$ cat src/rtl/ipd_ctrl_param.sv
// ipd_ctrl_param: parametrised I-PD servo controller.
// Integral acts on the error e = r - y; proportional and derivative act on the
// measurement y only. One shared signed multiplier is time-multiplexed across
// the I, P and D products by a seven-state FSM. The result is shifted right by
// FRAC and saturated to an unsigned W_OUT-bit command.
// Optional feature: define IPD_ANTIWINDUP_EN for conditional integration
// (the integrator is frozen while the last output was saturated and the error
// would push it further into saturation).
module ipd_ctrl_param #(
    parameter int W_IN  = 11,
    parameter int W_OUT = 8,
    parameter int W_K   = 16,
    parameter int FRAC  = 8,
    parameter int W_ACC = 32
) (
    input  logic             clk,
    input  logic             rst,
    input  logic             en,
    input  logic             listo,
    input  logic             clr,
    input  logic [W_IN-1:0]  r,
    input  logic [W_IN-1:0]  y,
    input  logic [W_K-1:0]   kp,
    input  logic [W_K-1:0]   ki,
    input  logic [W_K-1:0]   kd,
    output logic [W_OUT-1:0] u,
    output logic             valid,
    output logic             busy
);

    // Signed width of e and dy, and of the full multiplier product.
    localparam int W_E = W_IN + 1;
    localparam int W_P = W_K + 1 + W_E;

    // Integrator clamp limits, symmetric around zero, in W_ACC+1 bits.
    localparam logic signed [W_ACC:0] ACC_MAX = {2'b00, {(W_ACC-1){1'b1}}};
    localparam logic signed [W_ACC:0] ACC_MIN = {2'b11, {(W_ACC-2){1'b0}}, 1'b1};

    // Largest output code, widened to the scaled-sum width.
    localparam logic signed [W_ACC+1:0] S_UMAX = {{(W_ACC+2-W_OUT){1'b0}}, {W_OUT{1'b1}}};

    typedef enum logic [2:0] {
        S_IDLE,
        S_CAP,
        S_MI,
        S_MP,
        S_MD,
        S_SUM,
        S_OUT
    } state_t;

    state_t r_state;
    state_t w_state_nxt;

    // Operands captured on the listo strobe.
    logic [W_IN-1:0] r_r;
    logic [W_IN-1:0] r_y;
    logic [W_K-1:0]  r_kp;
    logic [W_K-1:0]  r_ki;
    logic [W_K-1:0]  r_kd;

    // Controller state and intermediate terms.
    logic [W_IN-1:0]         r_y_prev;
    logic signed [W_E-1:0]   r_e;
    logic signed [W_E-1:0]   r_dy;
    logic signed [W_ACC-1:0] r_integ;
    logic signed [W_ACC-1:0] r_p;
    logic signed [W_ACC-1:0] r_d;
    logic signed [W_ACC+1:0] r_s;

    logic [W_OUT-1:0] r_u;
    logic             r_valid;
    logic             r_busy;

    // Combinational datapath signals.
    logic [W_K-1:0]          w_mul_k;
    logic signed [W_E-1:0]   w_mul_x;
    logic signed [W_P-1:0]   w_prod;
    logic signed [W_ACC-1:0] w_prod_ext;
    logic signed [W_ACC:0]   w_acc_sum;
    logic signed [W_ACC-1:0] w_acc_sat;
    logic signed [W_E-1:0]   w_e;
    logic signed [W_E-1:0]   w_dy;
    logic signed [W_ACC+1:0] w_sum;
    logic                    w_out_lo;
    logic                    w_out_hi;
    logic                    w_mi_skip;
    logic                    w_capture;
    logic                    w_clear;

    assign w_capture = (r_state == S_IDLE) && en && listo;
    // A clear is honoured only when no capture happens in the same cycle.
    assign w_clear   = (r_state == S_IDLE) && en && !listo && clr;

    // Error and measurement delta, both exact in W_IN+1 signed bits.
    assign w_e  = $signed({1'b0, r_r}) - $signed({1'b0, r_y});
    assign w_dy = $signed({1'b0, r_y}) - $signed({1'b0, r_y_prev});

    // Select the multiplier operands for the state that consumes the product.
    // NOTE: every signal written in an always_comb gets a default first, so no
    // path through the block leaves it unassigned and no latch is inferred.
    always_comb begin
        w_mul_k = r_kp;
        w_mul_x = $signed({1'b0, r_y});
        case (r_state)
            S_MI: begin
                w_mul_k = r_ki;
                w_mul_x = r_e;
            end
            S_MD: begin
                w_mul_k = r_kd;
                w_mul_x = r_dy;
            end
            default: ;
        endcase
    end

    // Coefficients are unsigned, so they enter the signed product zero-extended.
    assign w_prod     = $signed({1'b0, w_mul_k}) * w_mul_x;
    assign w_prod_ext = {{(W_ACC-W_P+1){w_prod[W_P-1]}}, w_prod[W_P-2:0]};

    // Integrator update with one guard bit, clamped instead of wrapping.
    assign w_acc_sum = $signed({r_integ[W_ACC-1], r_integ})
                     + $signed({w_prod_ext[W_ACC-1], w_prod_ext});
    assign w_acc_sat = (w_acc_sum > ACC_MAX) ? ACC_MAX[W_ACC-1:0] :
                       (w_acc_sum < ACC_MIN) ? ACC_MIN[W_ACC-1:0] :
                                               w_acc_sum[W_ACC-1:0];

    // I - P - D with two guard bits so the subtraction can never overflow.
    assign w_sum = $signed({{2{r_integ[W_ACC-1]}}, r_integ})
                 - $signed({{2{r_p[W_ACC-1]}}, r_p})
                 - $signed({{2{r_d[W_ACC-1]}}, r_d});

    // Output saturation decisions on the scaled sum.
    assign w_out_lo = r_s[W_ACC+1];
    assign w_out_hi = (r_s > S_UMAX);

`ifdef IPD_ANTIWINDUP_EN
    logic r_sat_hi;
    logic r_sat_lo;

    // Remember which way the last command saturated; cleared with the integrator.
    always_ff @(posedge clk or negedge rst) begin
        if (!rst) begin
            r_sat_hi <= 1'b0;
            r_sat_lo <= 1'b0;
        end else if (w_clear) begin
            r_sat_hi <= 1'b0;
            r_sat_lo <= 1'b0;
        end else if (r_state == S_OUT) begin
            r_sat_hi <= w_out_hi;
            r_sat_lo <= w_out_lo;
        end
    end

    // Freeze the integrator while the error drives it deeper into saturation.
    assign w_mi_skip = (r_sat_hi && !r_e[W_E-1] && (r_e != '0))
                    || (r_sat_lo &&  r_e[W_E-1]);
`else
    assign w_mi_skip = 1'b0;
`endif

    // State register.
    always_ff @(posedge clk or negedge rst) begin
        if (!rst) begin
            r_state <= S_IDLE;
        end else begin
            r_state <= w_state_nxt;
        end
    end

    // Next-state logic: a fixed sequence once a sample has been captured.
    always_comb begin
        w_state_nxt = r_state;
        case (r_state)
            S_IDLE:  if (w_capture) w_state_nxt = S_CAP;
            S_CAP:   w_state_nxt = S_MI;
            S_MI:    w_state_nxt = S_MP;
            S_MP:    w_state_nxt = S_MD;
            S_MD:    w_state_nxt = S_SUM;
            S_SUM:   w_state_nxt = S_OUT;
            S_OUT:   w_state_nxt = S_IDLE;
            default: w_state_nxt = S_IDLE;
        endcase
    end

    // Datapath: each state commits its own term on the edge that leaves it.
    // NOTE: sequential state uses non-blocking assignments so every register
    // samples pre-edge values regardless of statement order.
    always_ff @(posedge clk or negedge rst) begin
        if (!rst) begin
            r_r      <= '0;
            r_y      <= '0;
            r_kp     <= '0;
            r_ki     <= '0;
            r_kd     <= '0;
            r_y_prev <= '0;
            r_e      <= '0;
            r_dy     <= '0;
            r_integ  <= '0;
            r_p      <= '0;
            r_d      <= '0;
            r_s      <= '0;
            r_u      <= '0;
            r_valid  <= 1'b0;
            r_busy   <= 1'b0;
        end else begin
            r_valid <= 1'b0;
            case (r_state)
                S_IDLE: begin
                    if (w_capture) begin
                        r_r    <= r;
                        r_y    <= y;
                        r_kp   <= kp;
                        r_ki   <= ki;
                        r_kd   <= kd;
                        r_busy <= 1'b1;
                    end else if (w_clear) begin
                        r_integ  <= '0;
                        r_y_prev <= '0;
                    end
                end
                S_CAP: begin
                    r_e  <= w_e;
                    r_dy <= w_dy;
                end
                S_MI: begin
                    if (!w_mi_skip) r_integ <= w_acc_sat;
                end
                S_MP: begin
                    r_p <= w_prod_ext;
                end
                S_MD: begin
                    r_d      <= w_prod_ext;
                    r_y_prev <= r_y;
                end
                S_SUM: begin
                    r_s <= w_sum >>> FRAC;
                end
                S_OUT: begin
                    r_u     <= w_out_lo ? '0 :
                               w_out_hi ? {W_OUT{1'b1}} : r_s[W_OUT-1:0];
                    r_valid <= 1'b1;
                    r_busy  <= 1'b0;
                end
                default: ;
            endcase
        end
    end

    assign u     = r_u;
    assign valid = r_valid;
    assign busy  = r_busy;

endmodule

$ cat config.mk
export PLATFORM = sky130hd
export DESIGN_NAME = ipd_ctrl_param
export DESIGN_NICKNAME = d
export VERILOG_FILES = /design/src/rtl/ipd_ctrl_param.sv
export SDC_FILE = /design/constraint.sdc
export NUM_CORES = 1
export LEC_CHECK = 0
export CORE_UTILIZATION = 45
export DETAILED_ROUTE_END_ITERATION = 7
export HOLD_SLACK_MARGIN = 0.05
export PLACE_DENSITY = 0.66
export SLEW_MARGIN = 30
export SYNTH_ARGS = -nofsm -noshare
export SYNTH_HDL_FRONTEND = slang
export SYNTH_SLANG_ARGS = --single-unit
$ cat constraint.sdc
create_clock -name clk -period 18.3 [get_ports clk]
set_input_delay 3.66 -clock clk [delete_from_list [all_inputs] [get_ports clk]]
set_output_delay 3.66 -clock clk [all_outputs]
set_load 0.005 [all_outputs]
==> results of run 1 <==
[area by class of cell]
| cell class | instances | area share (%) |
|---|---|---|
| clock inverters | 9 | 0.552 |
| well taps | 600 | 3.21 |
| flip-flops and latches | 234 | 25.1 |
| repair buffers | 108 | 4.40 |
| inverters | 340 | 5.46 |
| multi-input cells | 1711 | 57.9 |
| clock buffers | 42 | 3.44 |
[flip-flops by register name, summed over array words and instances, names as in the netlist]
register and flops:
r_ki 16, r_integ 32, r_d 29, r_y_prev 11
r_e 12, r_kd 16, valid 1, r_y 11
r_dy 12, r_s 26, r_kp 16, r_p 29
u 8, busy 1, r_r 11, r_state 3
[through the flow]
stage / utilization, % / cells / setup slack [ps] / hold WS (ps) / cell area (um^2)
2_1_floorplan: - / 2390 / 8840 / 442 / 21100
3_3_place_gp: 48.9 / 2990 / 7380 / 454 / 22400
3_5_place_dp: 49.0 / 2992 / 7310 / 467 / 22400
4_1_cts: 51.0 / 3043 / 7300 / 480 / 23400
5_1_grt: 51.0 / 3044 / 6540 / 498 / 23400
6_report: 51.0 / 3044 / 7260 / 475 / 23400
[synthesized netlist by cell type, drive strengths merged, types with 5 or more instances]
library cell	number	share of area (%)
o31ai	30	1.1
mux2	62	3.3
nor2	136	2.4
nand3	30	0.71
nor3	42	1.0
clkbuf	83	1.5
fa	175	17
a21o	27	0.96
nor2b	14	0.42
nor3b	8	0.29
nand2	370	6.6
a221o	23	1.1
o2111ai	7	0.35
a221oi	20	0.83
dfrtp	234	28
and3	27	0.83
a22oi	9	0.32
a211oi	17	0.61
xor2	31	1.3
and2	14	0.42
a31oi	12	0.36
nor4	11	0.33
ha	170	10
a22o	6	0.25
or4	7	0.29
o21ai	189	4.5
a21boi	12	0.43
nand2b	11	0.33
buf	22	0.61
o211ai	14	0.55
a21oi	93	2.3
nand4	19	0.56
o21bai	13	0.46
o41ai	5	0.21
or2	8	0.24
or3	14	0.42
xnor2	29	1.2
o21a	17	0.61
inv	340	6.1
[critical path: cells and delay by family (launching register included)]
kind            cells  cell delay, ps
simple gates        9            2920
buf+inv             7            1160
compound gates     11            2530
fa+ha+maj           7            3340
flops               1             470
xor+xnor            1             520
[path summary, 6_finish.rpt]
path,start,to,slack (ps),depth (start not counted)
min in group asynchronous,rst,r_s[2],3080,1
max reg2reg,r_state[2],r_integ[12],7260,35
min,r_p[25],r_p[25],470,2
max in group asynchronous,rst,r_kd[8],13790,2
min reg2reg,r_p[25],r_p[25],470,2
max,r_state[2],r_integ[12],7260,35
[routing by layer]
layer	global-route usage, %	vias up
met5	0	-
met2	40.2	457
met4	5.50	0
li1	-	8073
met3	2.94	76
met1	33.8	8386
[cells by family after synthesis]
logic type | after synthesis | synth area share, %
AO/OA/AOI/OAI | 517 | 16.0
XOR/XNOR | 60 | 2.49
adder cells (fa/ha/maj) | 345 | 26.7
AND/OR/NAND/NOR | 723 | 15.4
flip-flops | 234 | 27.8
multiplexers | 66 | 3.50
buffers and inverters | 445 | 8.14
==> impl_metrics.py, run 1 <==
metrics = {
    "clocking": {
        "cts_hold_buf": 0,
        "clk_path_buf_depth": 3,
        "clockRootBuffer": "clkbuf_16",
        "clk_pin_slew_ps": 60,
        "cts.sinks": 234,
        "cts_tree": "built",
        "insertion_delay_ps": 570,
        "postCtsSetupRepairBufs": 0,
        "cts_resized": 0,
        "cts_made_buffers": 28,
        "htreeDepth": 1,
    },
    "die": {
        "core_mm2": 0.0458,
        "boundaryPins": 85,
        "die-area_mm2": 0.0477,
        "start_util_pct": 46.0,
        "die_w_um": 218,
        "rows": 78,
        "die_height_um": 218,
    },
    "synthesis": {
        "synthesis.nets": 2810,
        "synth_edf_count": 0,
        "ys_ff_latch": 234,
        "synth_seq_area_share_pct": 27.8,
        "syn_area_per_cell_um2": 8.81,
        "async_reset_ff_share_pct": 100,
        "syn_inst": 2390,
        "synth_warnings": 0,
        "syn_area_mm2": 0.0211,
        "synth_cell_type_count": 71,
        "synthFlopType": "dfrtp_1",
    },
    "route": {
        "wl_per_cell_um": 18.6,
        "route.top_layer_used": "met4",
        "vias_per_cell": 5.58,
        "wl_met3_um": 2990,
        "ant_nets": 0,
        "via_count": 17000,
        "first_pass_iters": 6,
        "drc_errors": 0,
        "drtIter0Drc": 1238,
        "wl_um": 56500,
        "dr_wl_met2_um": 26400,
        "wl_met1_um": 26000,
    },
    "global_route": {
        "overflow": 0,
        "first_global_vias": 17100,
        "grt_pass1_wl_um": 92200,
        "grt_usage_pct": 24.3,
        "grt_start_max_net_pins": 102,
        "antenna_found_initial": 0,
    },
    "cells_and_area": {
        "diodes": 0,
        "seqCellArea_mm2": 0.00586,
        "layout.nets": 2843,
        "nFillCells": 4313,
        "multiInputGateArea_mm2": 0.0135,
        "final_cell_mix": "368 x nand2_1, 340 x inv_1, 234 x dfrtp_1",
        "drive_gt1_share_pct": 6.59,
        "mostFrequentLayoutCell": "nand2_1",
        "area_delta_synth_final_pct": 10.9,
    },
    "timing": {
        "slew_headroom_pct": 32.5,
        "finalMaxSlewViolations": 0,
        "fin_setup_tns_ps": 0,
        "fin_skew_ps": 14.5,
        "fin_crit_sh_pct": 60.3,
        "hold_viol": 0,
        "fin_crit_ps": 11040,
        "rsz0062_at_grt": "false",
        "setup_viol": 0,
        "worst_pin_slew_ps": 1010,
        "timing.fmax_ghz": 0.0906,
    },
    "worst_setup_path": {
        "crit_path_end_kind": "flop",
        "critPathMostFrequentCell": "inv_1",
        "cpMaxStageDelayCell": "a221oi_1",
        "crit_fanout": 46,
        "path_class": "flop to flop",
        "worstPathArrival_ps": 11550,
        "worst_ep_required_time_ps": 18810,
        "start_kind": "flop",
        "critPathMaxStageDelay_ps": 780,
    },
    "placement": {
        "hpwl_um": 44900,
        "globalplace.congestion": 0.899,
        "io_buffer_count": 84,
    },
    "job": {
        "cap_violations": 0,
    },
    "hold_path": {
        "hold_class": "flop to flop",
    },
    "run_status": {
        "outcome": "finished, final reports clean",
    },
}
Power of run 1 is left out: the tool's default activity adds up to more than one toggle a clock period on the data nets, which glitch-free logic cannot reach.
==> run 2: changes to the inputs <==
==> constraint.sdc (replaced) <==
create_clock -name clk -period 10.7 [get_ports clk]
set_input_delay 2.14 -clock clk [delete_from_list [all_inputs] [get_ports clk]]
set_output_delay 2.14 -clock clk [all_outputs]
set_load 0.005 [all_outputs]
==> run 2 against run 1 <==
Worst hold slack barely moved. Highest routed layer unchanged. Routed wire length rose by 1.2%. Largest cell class unchanged. Utilization rose by 0.37 points. Sequential share of layout area fell by 0.18 points. Critical path depth rose by 1. First-iteration DRC count fell by 14%. Critical path type unchanged. Clock skew rose by 10 ps. Die area did not move.
==> impl_metrics.py, run 2 (same netlist as run 1, synthesis figures left out) <==
metrics = {
    "global_route": {
        "first_global_vias": 17100,
        "grt_usage_pct": 24.3,
        "antenna_found_initial": 0,
        "grt_start_max_net_pins": 156,
        "grt_pass1_wl_um": 91600,
        "overflow": 0,
    },
    "clocking": {
        "htreeDepth": 1,
        "clockRootBuffer": "clkbuf_16",
        "cts_hold_buf": 0,
        "insertion_delay_ps": 590,
        "cts_resized": 0,
        "postCtsSetupRepairBufs": 0,
        "cts_made_buffers": 29,
        "clk_path_buf_depth": 3,
        "clk_pin_slew_ps": 60,
        "cts.sinks": 234,
        "cts_tree": "built",
    },
    "job": {
        "cap_violations": 0,
    },
    "timing": {
        "fin_crit_ps": 10090,
        "fin_setup_tns_ps": 0,
        "hold_viol": 0,
        "timing.fmax_ghz": 0.0991,
        "rsz0062_at_grt": "false",
        "fin_crit_sh_pct": 94.3,
        "slew_headroom_pct": 34.3,
        "finalMaxSlewViolations": 0,
        "worst_pin_slew_ps": 985,
        "fin_skew_ps": 24.8,
        "setup_viol": 0,
    },
    "cells_and_area": {
        "final_cells": 3056,
        "area_delta_synth_final_pct": 11.7,
        "mostFrequentLayoutCell": "nand2_1",
        "reg_top3": "r_integ x32, r_d x29, r_p x29",
        "layout.nets": 2857,
        "regMostFlops": "r_integ",
        "final_cell_mix": "363 x nand2_1, 340 x inv_1, 234 x dfrtp_1",
        "largest_register_ffs": 32,
        "drive_gt1_share_pct": 7.86,
        "diodes": 0,
        "nFillCells": 4351,
    },
    "die": {
        "die_height_um": 218,
        "boundaryPins": 85,
        "rows": 78,
        "core_mm2": 0.0458,
        "start_util_pct": 46.0,
        "die_w_um": 218,
        "die-area_mm2": 0.0477,
    },
    "route": {
        "drtIter0Drc": 1069,
        "vias_per_cell": 5.55,
        "ant_nets": 0,
        "wl_per_cell_um": 18.7,
        "wl_um": 57200,
        "drc_errors": 0,
        "via_count": 16900,
        "first_pass_iters": 6,
    },
    "hold_path": {
        "whs_endpoint": "r_dy[4]",
        "hold_class": "flop to flop",
        "min_from": "r_dy[4]",
        "min_path_cells": 2,
    },
    "worst_setup_path": {
        "r2r_slack_ps": 610,
        "critical_path.top_delay_family": "adder cells",
        "critPathMaxStageDelay_ps": 700,
        "critPathMostFrequentCell": "inv_1",
        "path_class": "flop to flop",
        "cpMaxStageDelayCell": "or4_4",
        "crit_fanout": 42,
        "worst_ep_required_time_ps": 11220,
        "start_kind": "flop",
        "rr_endpoint": "r_integ[12]",
        "path_buf_inv": 8,
        "crit_path_end_kind": "flop",
        "r2r_cells": 36,
        "worstPathArrival_ps": 10610,
        "r2r_start": "r_state[2]",
    },
    "placement": {
        "hpwl_um": 45300,
        "globalplace.congestion": 0.912,
        "io_buffer_count": 84,
        "placed_cells": 3006,
    },
    "run_status": {
        "outcome": "finished, final reports clean",
    },
}
[run 2: cell count changes in the layout (fill, tap and decap cells not counted), moves of 3 or more]
cell	before	now
clkbuf_1	10	3
clkinv_4	0	3
buf_4	20	35
nand2_1	368	363
a221o_1	23	18
inv_6	0	4
nand2_2	2	7
a221o_2	0	5
[run 2: final cells by class]
class	count	area, um^2	share of cell area [%]
sequential	234	5860	24.9
tap	600	751	3.19
clock buffer	34	764	3.25
timing repair buffer	121	1150	4.88
clock inverter	16	184	0.781
inverter	340	1280	5.42
multi-input combinational	1711	13600	57.6
[run 2: metal layers]
metal	up-vias	global-route usage, %	part of all wire [%]
met3	89	2.94	4.8
met5	-	0	0
li1	8111	-	-
met2	446	41.2	48
met1	8303	32.7	45
met4	0	6.25	2.5
[run 2: worst max path at each step]
stage                from          end  slack, ps  depth (start not counted)
5_1_grt        r_state[2]   r_integ[0]          4                         35
4_1_cts        r_state[2]  r_integ[12]        400                         33
3_5_place_dp   r_state[2]  r_integ[12]        430                         33
2_1_floorplan  r_state[2]  r_integ[12]       1240                         37
3_3_place_gp   r_state[2]  r_integ[12]        590                         33
6_report       r_state[2]  r_integ[12]        610                         36
[run 2: stage by stage]
stage	util [%]	setup slack, ps	area [um^2]	hold slack [ps]
floorplan	-	1240	21100	442
global placement	49.3	594	22500	455
detailed placement	49.3	429	22500	467
CTS	51.3	397	23500	479
global route	51.4	4.45	23500	494
finish	51.4	609	23500	475
[run 2: tightest hold or removal path, cell delays in order, from the launching register on]
cell	delay, ps
dfrtp_1	340
nand2_1	50
o31ai_1	50
Power of run 2 is left out for the same reason.
